==> src/rtl/radar_pkg.sv <==
// radar_pkg: shared definitions for the radar front-end.
//   N_RADAR        number of raw radar lines
//   DEF_*          default timing constants and counter width
//   track_state_e  lock-on FSM state encoding
//   popcount / lowest_bit  helpers over a detection vector
package radar_pkg;

  localparam int unsigned N_RADAR         = 3;
  localparam int unsigned DEF_DEB_CYCLES  = 16;
  localparam int unsigned DEF_LOCK_CYCLES = 8;
  localparam int unsigned DEF_HOLD_CYCLES = 4;
  localparam int unsigned DEF_CNT_W       = 8;

  typedef enum logic [1:0] {
    IDLE    = 2'd0,
    ACQUIRE = 2'd1,
    LOCKED  = 2'd2,
    HOLD    = 2'd3
  } track_state_e;

  function automatic int unsigned popcount(input logic [N_RADAR-1:0] v);
    int unsigned cnt;
    cnt = 0;
    for (int unsigned i = 0; i < N_RADAR; i++) cnt = cnt + 32'(v[i]);
    return cnt;
  endfunction

  // Keeps only the lowest-index set bit (e.g. 110 -> 010).
  function automatic logic [N_RADAR-1:0] lowest_bit(input logic [N_RADAR-1:0] v);
    logic [N_RADAR-1:0] res;
    res = '0;
    for (int unsigned i = 0; i < N_RADAR; i++) begin
      if (v[i] && (res == '0)) res[i] = 1'b1;
    end
    return res;
  endfunction

endpackage

==> src/rtl/radar_debounce.sv <==
// radar_debounce: one radar channel, 2-FF synchroniser plus debounce counter.
// The clean output flips only after the synced line has differed from it for
// DEB_CYCLES consecutive cycles.
// Ports:
//   clock    system clock (rising edge)
//   reset_n  synchronous active-low reset
//   raw      asynchronous raw radar line
//   clean    debounced level
module radar_debounce
  import radar_pkg::*;
#(
  parameter int unsigned DEB_CYCLES = DEF_DEB_CYCLES,
  parameter int unsigned CNT_W      = DEF_CNT_W
) (
  input  logic clock,
  input  logic reset_n,
  input  logic raw,
  output logic clean
);

  localparam logic [CNT_W-1:0] DEB_LAST = CNT_W'(DEB_CYCLES - 1);

  logic             sync_1;
  logic             sync_2;
  logic [CNT_W-1:0] cnt;

  always_ff @(posedge clock) begin
    if (!reset_n) begin
      sync_1 <= 1'b0;
      sync_2 <= 1'b0;
      clean  <= 1'b0;
      cnt    <= '0;
    end else begin
      sync_1 <= raw;
      sync_2 <= sync_1;
      if (sync_2 != clean) begin
        if (cnt == DEB_LAST) begin
          clean <= sync_2;
          cnt   <= '0;
        end else begin
          cnt <= cnt + CNT_W'(1);
        end
      end else begin
        cnt <= '0;
      end
    end
  end

endmodule

==> src/rtl/radar_tracker.sv <==
// radar_tracker: conditions three raw radar lines and runs a lock-on FSM,
// producing a clean one-hot track vector for the control core.
// Ports:
//   clock       system clock (rising edge)
//   reset_n     synchronous active-low reset
//   radar_raw   raw asynchronous radar lines, bit0 = radar 1
//   track       registered one-hot locked target, 000 = none
//   lock_pulse  one-cycle pulse on ACQUIRE -> LOCKED
//   lost_pulse  one-cycle pulse on HOLD -> IDLE timeout
//   conflict    registered, 1 while more than one debounced line is active
// Build option RADAR_PRIORITY_EN: in IDLE/ACQUIRE the detection vector is
// priority-resolved (lowest index wins) so overlapping detections can still
// be acquired; conflict keeps reporting the unresolved vector.
module radar_tracker
  import radar_pkg::*;
#(
  parameter int unsigned DEB_CYCLES  = DEF_DEB_CYCLES,
  parameter int unsigned LOCK_CYCLES = DEF_LOCK_CYCLES,
  parameter int unsigned HOLD_CYCLES = DEF_HOLD_CYCLES,
  parameter int unsigned CNT_W       = DEF_CNT_W
) (
  input  logic               clock,
  input  logic               reset_n,
  input  logic [N_RADAR-1:0] radar_raw,
  output logic [N_RADAR-1:0] track,
  output logic               lock_pulse,
  output logic               lost_pulse,
  output logic               conflict
);

  localparam logic [CNT_W-1:0] LOCK_LAST = CNT_W'(LOCK_CYCLES - 1);
  localparam logic [CNT_W-1:0] HOLD_LAST = CNT_W'(HOLD_CYCLES - 1);

  logic [N_RADAR-1:0] det;
  logic [N_RADAR-1:0] det_acq;

  track_state_e       state_q, state_d;
  logic [N_RADAR-1:0] cand_q, cand_d;
  logic [CNT_W-1:0]   timer_q, timer_d;
  logic [N_RADAR-1:0] track_d;
  logic               lock_d, lost_d, conflict_d;

  for (genvar g = 0; g < N_RADAR; g++) begin : g_ch
    radar_debounce #(
      .DEB_CYCLES(DEB_CYCLES),
      .CNT_W     (CNT_W)
    ) u_deb (
      .clock  (clock),
      .reset_n(reset_n),
      .raw    (radar_raw[g]),
      .clean  (det[g])
    );
  end

  always_comb begin
`ifdef RADAR_PRIORITY_EN
    det_acq = lowest_bit(det);
`else
    det_acq = det;
`endif
  end

  always_comb begin
    state_d    = state_q;
    cand_d     = cand_q;
    timer_d    = timer_q;
    track_d    = track;
    lock_d     = 1'b0;
    lost_d     = 1'b0;
    conflict_d = (popcount(det) > 1);
    case (state_q)
      IDLE: begin
        track_d = '0;
        if (popcount(det_acq) == 1) begin
          cand_d  = det_acq;
          timer_d = '0;
          state_d = ACQUIRE;
        end
      end
      ACQUIRE: begin
        if (det_acq != cand_q) begin
          state_d = IDLE;
          timer_d = '0;
        end else if (timer_q == LOCK_LAST) begin
          state_d = LOCKED;
          track_d = cand_q;
          lock_d  = 1'b1;
        end else begin
          timer_d = timer_q + CNT_W'(1);
        end
      end
      LOCKED: begin
        track_d = cand_q;
        if (det != cand_q) begin
          state_d = HOLD;
          timer_d = '0;
        end
      end
      HOLD: begin
        // Only the held candidate can revive the lock; any other target
        // has to wait for IDLE.
        if (det == cand_q) begin
          state_d = LOCKED;
        end else if (timer_q == HOLD_LAST) begin
          state_d = IDLE;
          track_d = '0;
          timer_d = '0;
          lost_d  = 1'b1;
        end else begin
          timer_d = timer_q + CNT_W'(1);
        end
      end
      default: state_d = IDLE;
    endcase
  end

  always_ff @(posedge clock) begin
    if (!reset_n) begin
      state_q    <= IDLE;
      cand_q     <= '0;
      timer_q    <= '0;
      track      <= '0;
      lock_pulse <= 1'b0;
      lost_pulse <= 1'b0;
      conflict   <= 1'b0;
    end else begin
      state_q    <= state_d;
      cand_q     <= cand_d;
      timer_q    <= timer_d;
      track      <= track_d;
      lock_pulse <= lock_d;
      lost_pulse <= lost_d;
      conflict   <= conflict_d;
    end
  end

endmodule

==> config.mk <==
export PLATFORM = sky130hd
export DESIGN_NAME = radar_tracker
export DESIGN_NICKNAME = d
export VERILOG_FILES = /design/src/rtl/radar_pkg.sv /design/src/rtl/radar_debounce.sv /design/src/rtl/radar_tracker.sv
export SDC_FILE = /design/constraint.sdc
export NUM_CORES = 1
export LEC_CHECK = 0
export CORE_ASPECT_RATIO = 0.6
export CORE_MARGIN = 2
export CORE_UTILIZATION = 45
export DETAILED_ROUTE_END_ITERATION = 12
export GPL_TIMING_DRIVEN = 0
export SLEW_MARGIN = 0
export SYNTH_ARGS = -nofsm -noshare
export SYNTH_HDL_FRONTEND = slang
export SYNTH_SLANG_ARGS = --single-unit
==> constraint.sdc <==
create_clock -name clock -period 2.7 [get_ports clock]
set_clock_uncertainty 0.05 [all_clocks]
set_input_delay 0.54 -clock clock [delete_from_list [all_inputs] [get_ports clock]]
set_output_delay 0.54 -clock clock [all_outputs]
set_load 0.02 [all_outputs]
## Yosys cells after proc, flatten, opt, wreduce, memory -nomap -nowiden

Cells that the tools add are included.

- Register bits: 52
- Bits of input ports: 5
- Output and inout port bits: 6

- Add/subtract/negate cells: 6
- Magnitude comparators: 1
- Equal/unequal tests: 23
- Mux-type cells: 21
- Bitwise gates (word level): 6
- Reductions and logical operators: 13

Operators by type and width:

| cell | count |
|---|---|
| $mux W8 | 6 |
| $add A8 B1 Y8 const B | 4 |
| $gt A32 B1 Y1 const B | 1 |
| $pmux W8 S4 | 1 |
| $eq A8 B4 Y1 const B | 3 |
| $reduce_or A3 Y1 | 5 |
| $mux W2 | 6 |
| $mux W3 | 4 |
| $ne A2 B2 Y1 const B | 6 |
| $pmux W3 S4 | 1 |
| $reduce_and A4 Y1 | 3 |
| $ne A3 B3 Y1 const B | 3 |
| $eq A8 B2 Y1 const B | 1 |
| $eq A8 B3 Y1 const B | 1 |
| $pmux W2 S4 | 1 |
| $reduce_and A2 Y1 | 4 |
| $not A1 Y1 | 6 |
| $eq A2 B2 Y1 const B | 2 |
| $add A2 B1 Y3 | 1 |
| $eq A3 B1 Y1 const B | 1 |
| $eq A3 B3 Y1 | 1 |
| $ne A1 B1 Y1 | 3 |
| $ne A3 B3 Y1 | 1 |
| $add A1 B1 Y2 | 1 |
| other kinds (3) | 4 |

## Logic depth before layout (Yosys ltp)

- Word-level depth: 5
- Depth in mapped cells: 7
- Gate-level depth less buffers: 7

## Hierarchy

Synthesis repeated with hierarchy kept, for this count alone.

- Cell total of the unflattened synthesis: 273
- Area total of the unflattened synthesis: 2441.1 um^2

By module, submodules not included:

| module | instances | cells an instance | area each (um^2) | seq. area each (um^2) |
|---|---|---|---|---|
| radar_debounce | 3 | 49 | 447.9 | 220.2 |
| radar_tracker | 1 | 126 | 1097.3 | 380.4 |

## Least setup slack after synthesis

No wires, ideal clock.

- Kind: flip-flop to flip-flop
- Start: register timer_q[0]
- End: register timer_q[3]
- Setup time: 0.123 ns
- Data arrival time: 1.651 ns
- Required time: 2.527 ns
- Setup slack: 0.876 ns
- Stages on the path, launching flop included: 7
- Path buffers: 0
- Clock period less this slack: 1.824 ns
- Path through: dfxtp_1 > ha_1 > nor4bb_2 > a311oi_2 > o21ai_2 > nand2b_4 > o32ai_1

- Word-level cells in the longest chain between the ends: 4
- Elaborated cells between the ends (all ways): 10
- Classes of those cells: add/sub: 1; eq/ne: 3; mux: 5; reduce/logical: 1

Ends and longest elaborated chain:

| element | RTL line | source |
|---|---|---|
| from (decl) | radar_tracker.sv:39 | `logic [CNT_W-1:0] timer_q, timer_d;` |
| from (signal assigned) | radar_tracker.sv:129 | `timer_q <= timer_d;` |
| $add A8 B1 Y8 / $eq A8 B2 Y1 (equally long branches) | radar_tracker.sv:89, radar_tracker.sv:110, radar_tracker.sv:104 |  |
| $mux W8, on equally long branches | radar_tracker.sv:104, radar_tracker.sv:84 |  |
| $mux W8, on equally long branches | radar_tracker.sv:102, radar_tracker.sv:81 |  |
| $pmux W8 S4 | radar_tracker.sv:71 | `case (state_q)` |

Parallel ways exist; a longest one is shown, timed or not. The select of a mux whose other input is x is not followed.
A chain may end at the register's enable or synchronous reset.

## Final worst setup path

- Start: register timer_q[0]
- End: register timer_q[4]

The elaborated chain is that of the path after synthesis.

==> results.cfg <==
[run_status]
outcome = completed

[yosys]
post_synth_inst_count = 252
synth_sequential_area_ratio_pct = 45.2
synth_largest_type_area_fraction_pct = 45.2
mappedNetlistArea_um2 = 2300
synth_ff_type = dfxtp_1
syn_area_per_cell_um2 = 9.14
syn-num-nets = 267
netlist_top_cells_area = dfxtp_1 (45%), xor2_1 (5.7%), nor2_1 (5.4%)
yosys.cell_types.count = 38
yosysWarningCount = 0
postSynthRegisterBits = 52
area_leader_netlist = dfxtp_1
async_flop_share_pct = 0
synth-edff-count = 0

[die]
dieArea_um2 = 5730
dieHeight_um = 59.4
die-width_um = 96.4
floorplan.initialDensity_pct = 46.0
io_pins = 11
floorplan_core_area_um2 = 5000
num_rows = 20

[clock_tree]
cts_tree = done
cts_buffer_depth = 2
cts.root.buffer_cell = clkbuf_8
ctsHtreeMaxLevel = 2
cts-buffers-inserted = 5
clock_sink_count = 52
clk_pin_slew_worst_paths_ps = 90
clock_insertion_delay_worst_skew_ps = 300
cts_resized = 0
post_cts_hold_buffer_count = 0
post_cts_buffers = 0

[layout]
final_core_util_pct = 52.1
fraction_of_final_layout_cells_sized_beyond_drive_strength_1_pct = 5.60
num_antenna_cells = 0
area.growth.synth_to_final_pct = 13.1
nNetsFinal = 283

[routing]
drcViolationCount = 0
post_drt_via_cell_ratio = 5.08
avgRoutedWirePerCell_um = 12.6
drt_first_pass_iters = 4
via_total_after_detailed_routing = 1696
routed_wl_um = 4200
drt_iter0_drc = 98
drt.antenna.violating_nets = 0

[setup_path]
timing.critical_path.to_type = register
worst-endpoint-required_ps = 2840
critical_path.startpoint_type = register
criticalPathCategory = register to register
crit_path_max_fanout = 10
critPathArrivalTime_ps = 2270
ff2ff_setup_slack_ps = 570

[global_route]
vias_in_the_first_global_route = 1501
track_usage_pct = 16.2
grt_max_degree = 16
grt.overflow.total = 0
initial_antenna_violation_count = 0
first_pass_grt_wire_length_um = 7090

[power_and_ir_drop]
p_int_mw = 1.31
switching_power_mw = 0.509
switching_share_pct = 28.0
power.clock.fraction_pct = 33.4
power.density_nw_per_um2 = 699
power.static_leakage_nw = 0.998
share_seq_of_total_power_pct = 44.6
vdd_drop_max_uv = 270
proportion_of_power_drawn_by_combinational_gates_pct = 21.9

[timing]
final-hold-violation-count = 0
achievable-frequency_ghz = 0.469
final_critical_delay_including_setup_and_external_delays_ps = 2130
min_period_over_period_pct = 79.0
timing_worst_slew_pin_value_ps = 532
finalHoldWorstSlack_ps = 387
finalMaxSlewViolations = 0
setup_viol_count_final = 0
slew_headroom_pct = 64.5
fin_setup_tns_ps = 0
unrepaired_setup_endpoints_after_global_routing = false

[job]
max_cap_viol_count = 0

[place]
detailedPlacementHpwl_um = 2980
place.port_buffers = 9
placer_congestion_estimate = 0.802

[hold_path]
timing.hold.worst.class = register to register
==> layout make-up <==
| class | count | area, um2 |
|---|---|---|
| Sequential cell | 52 | 1040 |
| Tap cell | 66 | 82.6 |
| Fill cell | 469 | 2400 |
| Buffer | 6 | 33.8 |
| Timing Repair Buffer | 9 | 90.1 |
| Multi-Input combinational cell | 186 | 1200 |
| Clock buffer | 5 | 68.8 |
| Inverter | 8 | 30.0 |
| Clock inverter | 2 | 60.1 |
==> cell usage in the layout, fill, tap and decap left out, types with 2 or more instances in the layout <==
cell,count
and3_1,7
a21oi_1,12
nor3_1,3
nand2b_1,5
nand3_1,21
clkdlybuf4s50_1,9
o22ai_1,3
o32ai_1,3
dfxtp_1,52
nor4_1,5
clkbuf_1,4
xor2_1,15
or2_2,2
inv_1,8
xnor2_1,9
bufinv_16,2
nand2_1,21
clkbuf_8,5
or3_1,3
mux2i_1,9
a21o_1,2
nor2_1,33
o21ai_0,3
and2_1,7
ha_1,9
==> path summary, 6_finish.rpt <==
kind | start | to | cells past startpoint
worst max register to register | timer_q[0]$_SDFFE_PN0P_ | timer_q[4]$_SDFFE_PN0P_ | 6
worst min register to register | g_ch[2].u_deb.sync_1$_SDFF_PN0_ | g_ch[2].u_deb.sync_2$_SDFF_PN0_ | 1
worst min-delay path | g_ch[2].u_deb.sync_1$_SDFF_PN0_ | g_ch[2].u_deb.sync_2$_SDFF_PN0_ | 1
worst max-delay path | timer_q[0]$_SDFFE_PN0P_ | timer_q[4]$_SDFFE_PN0P_ | 6
==> kinds of logic (layout without fill, tap and decap cells) <==
logic type,after synthesis,count (layout),share of synthesized area [%]
AO/OA/AOI/OAI,29,29,8.31
XOR/XNOR,24,24,9.13
adder cells (fa/ha/maj),10,10,5.76
buffers and inverters,14,30,2.77
flip-flops,52,52,45.2
multiplexers,9,9,3.91
AND/OR/NAND/NOR,114,114,24.9
==> sequential cells by signal (all words and copies together) (netlist names), named ones only <==
register           flops
g_ch.u_deb.cnt        24
cand_q                 3
lost_pulse             1
timer_q                8
g_ch.u_deb.sync_1      3
state_q                1
lock_pulse             1
track                  3
conflict               1
g_ch.u_deb.sync_2      3
g_ch.u_deb.clean       3
==> synthesized netlist by cell type (all sizes together) (2+ instances only) <==
cell type,number
nor3,3
nand3,21
nor2,33
xnor2,9
or3,3
mux2i,9
a21o,2
nand2b,6
buf,2
and3,7
nand2,21
o21ai,4
o22ai,3
or2,2
xor2,15
and2,7
clkbuf,4
ha,9
o32ai,3
inv,8
nor4,5
a21oi,12
dfxtp,52
==> per-layer routing <==
metal	global-route usage (%)	part of all wire (%)	vias up
li1	-	-	894
met1	25.9	58	764
met2	19.9	36	33
met3	4.83	5.1	5
met4	5.43	1.1	0
met5	0	0	-
==> stage by stage <==
| step | total power, mW | area (um2) | instances | setup WS, ps |
|---|---|---|---|---|
| floorplan | 1.14 | 2300 | 252 | 876 |
| global placement | 1.22 | 2480 | 327 | 549 |
| detailed placement | 1.21 | 2480 | 327 | 605 |
| CTS | 1.84 | 2610 | 334 | 583 |
| global route | 1.91 | 2610 | 334 | 400 |
| finish | 1.82 | 2610 | 334 | 567 |
==> worst max-delay path, stage by stage (launching register included) <==
cell and delay, ps:
dfxtp_1 430, ha_1 240, nor4bb_2 390, a311oi_2 170, o21ai_2 390, nand2b_4 260, o32ai_1 100
==> power groups by stage <==
stage                     logic [mW]  registers, mW  clock network (mW)
final                          0.399          0.812               0.609
after global routing           0.438          0.817               0.655
after detailed placement       0.385          0.830                   0
after global placement         0.389          0.829                   0
after CTS                      0.394          0.812               0.632
after floorplan                0.312          0.824                   0
Power figures use the tool's default switching activity.
==> RTL edit 1, RTL diff (config.mk and constraints unchanged) <==
Reset style: asynchronous (`reset_n`), changed in 2 clocked blocks. Comments in the files are not updated.
--- a/src/rtl/radar_debounce.sv
+++ b/src/rtl/radar_debounce.sv
@@ -24,7 +24,7 @@
   logic             sync_2;
   logic [CNT_W-1:0] cnt;
 
-  always_ff @(posedge clock) begin
+  always_ff @(posedge clock or negedge reset_n) begin
     if (!reset_n) begin
       sync_1 <= 1'b0;
       sync_2 <= 1'b0;
--- a/src/rtl/radar_tracker.sv
+++ b/src/rtl/radar_tracker.sv
@@ -114,7 +114,7 @@
     endcase
   end
 
-  always_ff @(posedge clock) begin
+  always_ff @(posedge clock or negedge reset_n) begin
     if (!reset_n) begin
       state_q    <= IDLE;
       cand_q     <= '0;
Function: same outputs for any inputs over 10 cycles, from zero or initial values and one cycle with reset_n low; that may be too few to reach the edited logic, so the function may still have changed.
==> RTL edit 1 against the original RTL <==
Hold slack worse by 0.25 ns; area after synthesis is 6.4% higher; clock power is 30% lower; first-iteration DRC count is 45% lower; final area is 4.8% higher; maximum frequency is 4.6% lower; critical path type unchanged; die area is 6.1% higher; total power is 9.7% lower; routed wire length is 4.1% lower; setup slack worse by 0.10 ns; sequential cell count stayed put; largest cell class is now flip-flops and latches; utilization is 0.91 points higher; critical path depth stayed put; count of clock-buffer cells in the layout stayed put.
==> RTL edit 1: results <==
logic_synthesis:
  synth-adder-area-share_pct: 4.90
  synth_xor_area_share_pct: 9.65
  ys_async_sr_fraction_pct: 100
  seq_area_frac_synth_pct: 53.1
  synth.area.mux_share_pct: 4.39
  synth_area_leaders: "dfrtp_1 53%, xor2_1 5.4%, xnor2_1 4.3%, ha_1 4.1%, nor2_1 3.7%"
  ys_types: 34
  synth_commonest_cells: "52 x dfrtp_1, 24 x nor2_1, 19 x nand2_1"
worst_hold_path:
  hold_class: "input pin to asynchronous set/reset pin"
global_routing:
  grt_max_degree: 33
  grt.total_usage_pct: 15.4
  first_global_vias: 1499
  grt_pass1_wl_um: 7140
routing:
  drtPass1Iterations: 4
  vias: 1613
  finalWirelength_um: 4030
placed_design:
  pre_cts_slack_ns: 0.513
  io_buffers: 10
  hpwl_um: 2960
  gp_congestion: 0.803
run_status:
  status: "finished, final reports clean"
sta:
  max_slew_margin_pct: 67.4
worst_setup_path:
  critPathSlowestCell: "fa_1"
final_layout:
  drive_above_1_share_pct: 10.5
  num-nets-final: 262
power_and_ir_drop:
  p_leak_nw: 1.24
[RTL edit 1: cell count changes after synthesis, sizes merged, moves of 6 or more]
cell / before / now
inv: 8 / 16
nand3: 21 / 15
dfrtp: 0 / 52
dfxtp: 52 / 0
mux2: 0 / 6
nor2: 33 / 24
[RTL edit 1: area by class of cell]
type                       count  area (µm²)
fill                         475        2420
sequential                    52        1300
multi-input combinational    161        1080
timing repair buffer          11         115
tap                           66        82.6
clock buffer                   5        68.8
inverter                      16        60.1
clock inverter                 2        12.5
buffer                         1        5.00
[RTL edit 1: cells by family after synthesis]
kind of cell             Yosys count
flip-flops                        52
buffers and inverters             17
adder cells (fa/ha/maj)            9
AND/OR/NAND/NOR                   88
AO/OA/AOI/OAI                     27
multiplexers                      10
XOR/XNOR                          27
[RTL edit 1: power breakdown]
part / total (mW) / switching [mW] / leakage (nW) / internal, mW
clock network: 0.425 / 0.249 / 0.0400 / 0.176
registers: 0.856 / 0.0371 / 0.697 / 0.819
logic: 0.362 / 0.215 / 0.501 / 0.147
[RTL edit 1: worst register-to-register path, delay by kind of cell (launching register included)]
family	cells	cell delay, ns
AO/OA/AOI/OAI	3	0.75
adder cells (fa/ha/maj)	1	0.60
flip-flops	1	0.48
AND/OR/NAND/NOR	1	0.23
buffers and inverters	1	0.04
[RTL edit 1: worst paths after layout]
check                                                startpoint                             end  slack, ns
worst max-delay path            g_ch[0].u_deb.clean$_DFFE_PN0P_          timer_q[7]$_DFFE_PN0P_       0.46
max in group asynchronous                               reset_n            track[0]$_DFFE_PN0P_       1.93
worst max register to register  g_ch[0].u_deb.clean$_DFFE_PN0P_          timer_q[7]$_DFFE_PN0P_       0.46
min in group clock               g_ch[2].u_deb.sync_1$_DFF_PN0_  g_ch[2].u_deb.sync_2$_DFF_PN0_       0.31
worst min register to register   g_ch[2].u_deb.sync_1$_DFF_PN0_  g_ch[2].u_deb.sync_2$_DFF_PN0_       0.31
worst min-delay path                                    reset_n  g_ch[0].u_deb.cnt[5]$_DFF_PN0_       0.13
[RTL edit 1: per-stage QoR]
| stage | area [µm²] | total power, mW | std cells | hold slack [ns] |
|---|---|---|---|---|
| after floorplan | 2450 | 1.14 | 230 | 0.194 |
| after global placement | 2630 | 1.23 | 306 | 0.286 |
| after detailed placement | 2650 | 1.23 | 307 | 0.285 |
| after CTS | 2730 | 1.67 | 314 | 0.148 |
| after global routing | 2730 | 1.76 | 314 | 0.161 |
| final | 2730 | 1.64 | 314 | 0.135 |
[RTL edit 1: layer usage]
metal	part of all wire, %	global-route usage (%)	vias up
met2	37	20.8	23
met3	3.6	4.20	5
met5	0	0	-
li1	-	-	819
met4	0.94	5.48	0
met1	59	23.6	766
==> RTL edit 2, RTL diff (config.mk and constraints unchanged) <==
Without the edit above. Build with the macro `RADAR_PRIORITY_EN` defined.
--- a/src/rtl/radar_tracker.sv
+++ b/src/rtl/radar_tracker.sv
@@ -11,6 +11,8 @@
 // Build option RADAR_PRIORITY_EN: in IDLE/ACQUIRE the detection vector is
 // priority-resolved (lowest index wins) so overlapping detections can still
 // be acquired; conflict keeps reporting the unresolved vector.
+`define RADAR_PRIORITY_EN
+
 module radar_tracker
   import radar_pkg::*;
 #(
Behaviour: no difference found for any inputs over 10 cycles, from zero or initial values and one cycle with reset_n low; that may be too few to reach the edited logic, so the function may still have changed.
==> RTL edit 2 against the original RTL <==
Area after synthesis rose by 3.4%; routed wire length increased by 12%; via count is 9.7% higher; hold slack better by 0.0030 ns; die area rose by 3.2%; setup slack got worse by 0.23 ns; maximum frequency shrank 9.8%; sequential cell count unchanged; final area up 2.7%; largest cell class unchanged.
Power is not compared: it rests on default switching activity, and its combinational part moved more than twofold at a synthesized area within 25%.
==> RTL edit 2: results <==
run_status:
  status: "finished, final reports clean"
clock_network:
  ctsResizeCount: 0
  clock_path_buffers: 2
  clockRootBuffer: "clkbuf_8"
  numCtsBuffers: 5
  clock_latency_ns: 0.31
  cts_setup_buffers: 0
  cts.clk_slew.worst_paths_ns: 0.09
  cts.htree.levels: 2
placed_design:
  place_area_um2: 2550
  dp.cells: 344
  io_buffers: 9
  gp_congestion: 0.803
  hpwl_um: 3290
logic_synthesis:
  synth_commonest_cells: "52 x dfxtp_1, 34 x nor2_1, 24 x nand2_1"
  ys_warn_count: 0
  syn_area_per_cell_um2: 8.85
  ys_types: 42
  seq_area_frac_synth_pct: 43.7
  ys_async_sr_fraction_pct: 0
  synth_area_leaders: "dfxtp_1 44%, nor2_1 5.4%, ha_1 5.3%, nand3_1 4.4%, xnor2_1 4.4%"
  yosysMostFrequentCell: "dfxtp_1"
  syn_nets: 285
final_layout:
  drive_above_1_share_pct: 6.29
  num-nets-final: 301
  fillers: 499
  top_regs: "g_ch.u_deb.cnt x24, timer_q x8"
  antenna_cells: 0
worst_setup_path:
  critPathSlowestCell: "fa_1"
  path_max_fanout: 8
  end_kind: "register"
  arrival_ns: 2.50
  max_stage_delay_ns: 0.49
routing:
  dr.first_iter.drc_count: 86
  finalWirelength_um: 4700
  drt-wirelength-per-cell_um: 13.4
  vias: 1861
  drtPass1Iterations: 4
sta:
  max_slew_margin_pct: 57.4
global_routing:
  grt_pass1_wl_um: 7940
  grt_max_degree: 17
  antenna_found_initial: 0
  grt.total_usage_pct: 17.1
  first_global_vias: 1571
power_and_ir_drop:
  ir_drop_uv: 255
  p_leak_nw: 0.978
worst_hold_path:
  hold_class: "register to register"
[RTL edit 2: cell types whose count changed after synthesis, moves of 3 or more]
cell and change:
a21oi_1 -3, o32ai_1 -3, o22ai_1 +3, xnor2_1 +3
o21ai_0 +4, mux2i_1 -5, nand2b_1 -4, nand2_1 +3
xor2_1 -3, a211oi_1 +6, inv_1 +3
[RTL edit 2: through the flow]
| stage | setup slack [ns] | util [%] |
|---|---|---|
| 3_5_place_dp | 0.411 | 50.3 |
| 6_report | 0.334 | 52.7 |
| 5_1_grt | 0.201 | 52.7 |
| 4_1_cts | 0.371 | 52.7 |
| 2_1_floorplan | 0.678 | - |
| 3_3_place_gp | 0.389 | 50.3 |
[RTL edit 2: worst paths after layout]
check	endpoint	from	slack, ns	cells past startpoint
min	g_ch[1].u_deb.sync_2$_SDFF_PN0_	g_ch[1].u_deb.sync_1$_SDFF_PN0_	0.39	1
min reg2reg	g_ch[1].u_deb.sync_2$_SDFF_PN0_	g_ch[1].u_deb.sync_1$_SDFF_PN0_	0.39	1
max	timer_q[6]$_SDFFE_PN0P_	g_ch[0].u_deb.clean$_SDFFE_PN0P_	0.33	8
max reg2reg	timer_q[6]$_SDFFE_PN0P_	g_ch[0].u_deb.clean$_SDFFE_PN0P_	0.33	8
[RTL edit 2: layout make-up]
class	count	area (µm²)	share of cell area, %
Multi-Input combinational cell	200	1270	47.4
Sequential cell	52	1040	38.9
Timing Repair Buffer	9	90.1	3.37
Clock buffer	6	82.6	3.09
Tap cell	66	82.6	3.09
Inverter	11	41.3	1.54
Clock inverter	2	38.8	1.45
Buffer	6	31.3	1.17
[RTL edit 2: kinds of logic after synthesis]
kind of cell	Yosys count	synth area share (%)
simple gates	118	24.4
flops	52	43.7
compound gates	43	12.2
xor+xnor	24	8.83
buf+inv	17	3.05
fa+ha+maj	11	6.10
mux	4	1.68
[RTL edit 2: per-layer routing]
layer	up-vias	track usage (%)	routed length [µm]
li1	970	-	-
met1	844	28.1	2750
met3	5	4.38	241
met2	42	21.2	1670
met4	0	4.76	40
met5	-	0	0
[RTL edit 2: where the power goes]
| part | internal, mW | switching, mW | leakage (nW) |
|---|---|---|---|
| Combinational | 0.0366 | 0.0650 | 0.497 |
| Clock | 0.303 | 0.261 | 0.0614 |
| Sequential | 0.775 | 0.00616 | 0.420 |
| Total | 1.11 | 0.332 | 0.978 |
[RTL edit 2: critical path, delay by kind of cell, from the launching register on]
kind / cells / cell delay (ns)
AOI/OAI and AO/OA: 4 / 1.03
adders and majority gates: 1 / 0.49
buffers and inverters: 2 / 0.24
DFF: 1 / 0.34
and+or+nand+nor: 1 / 0.10
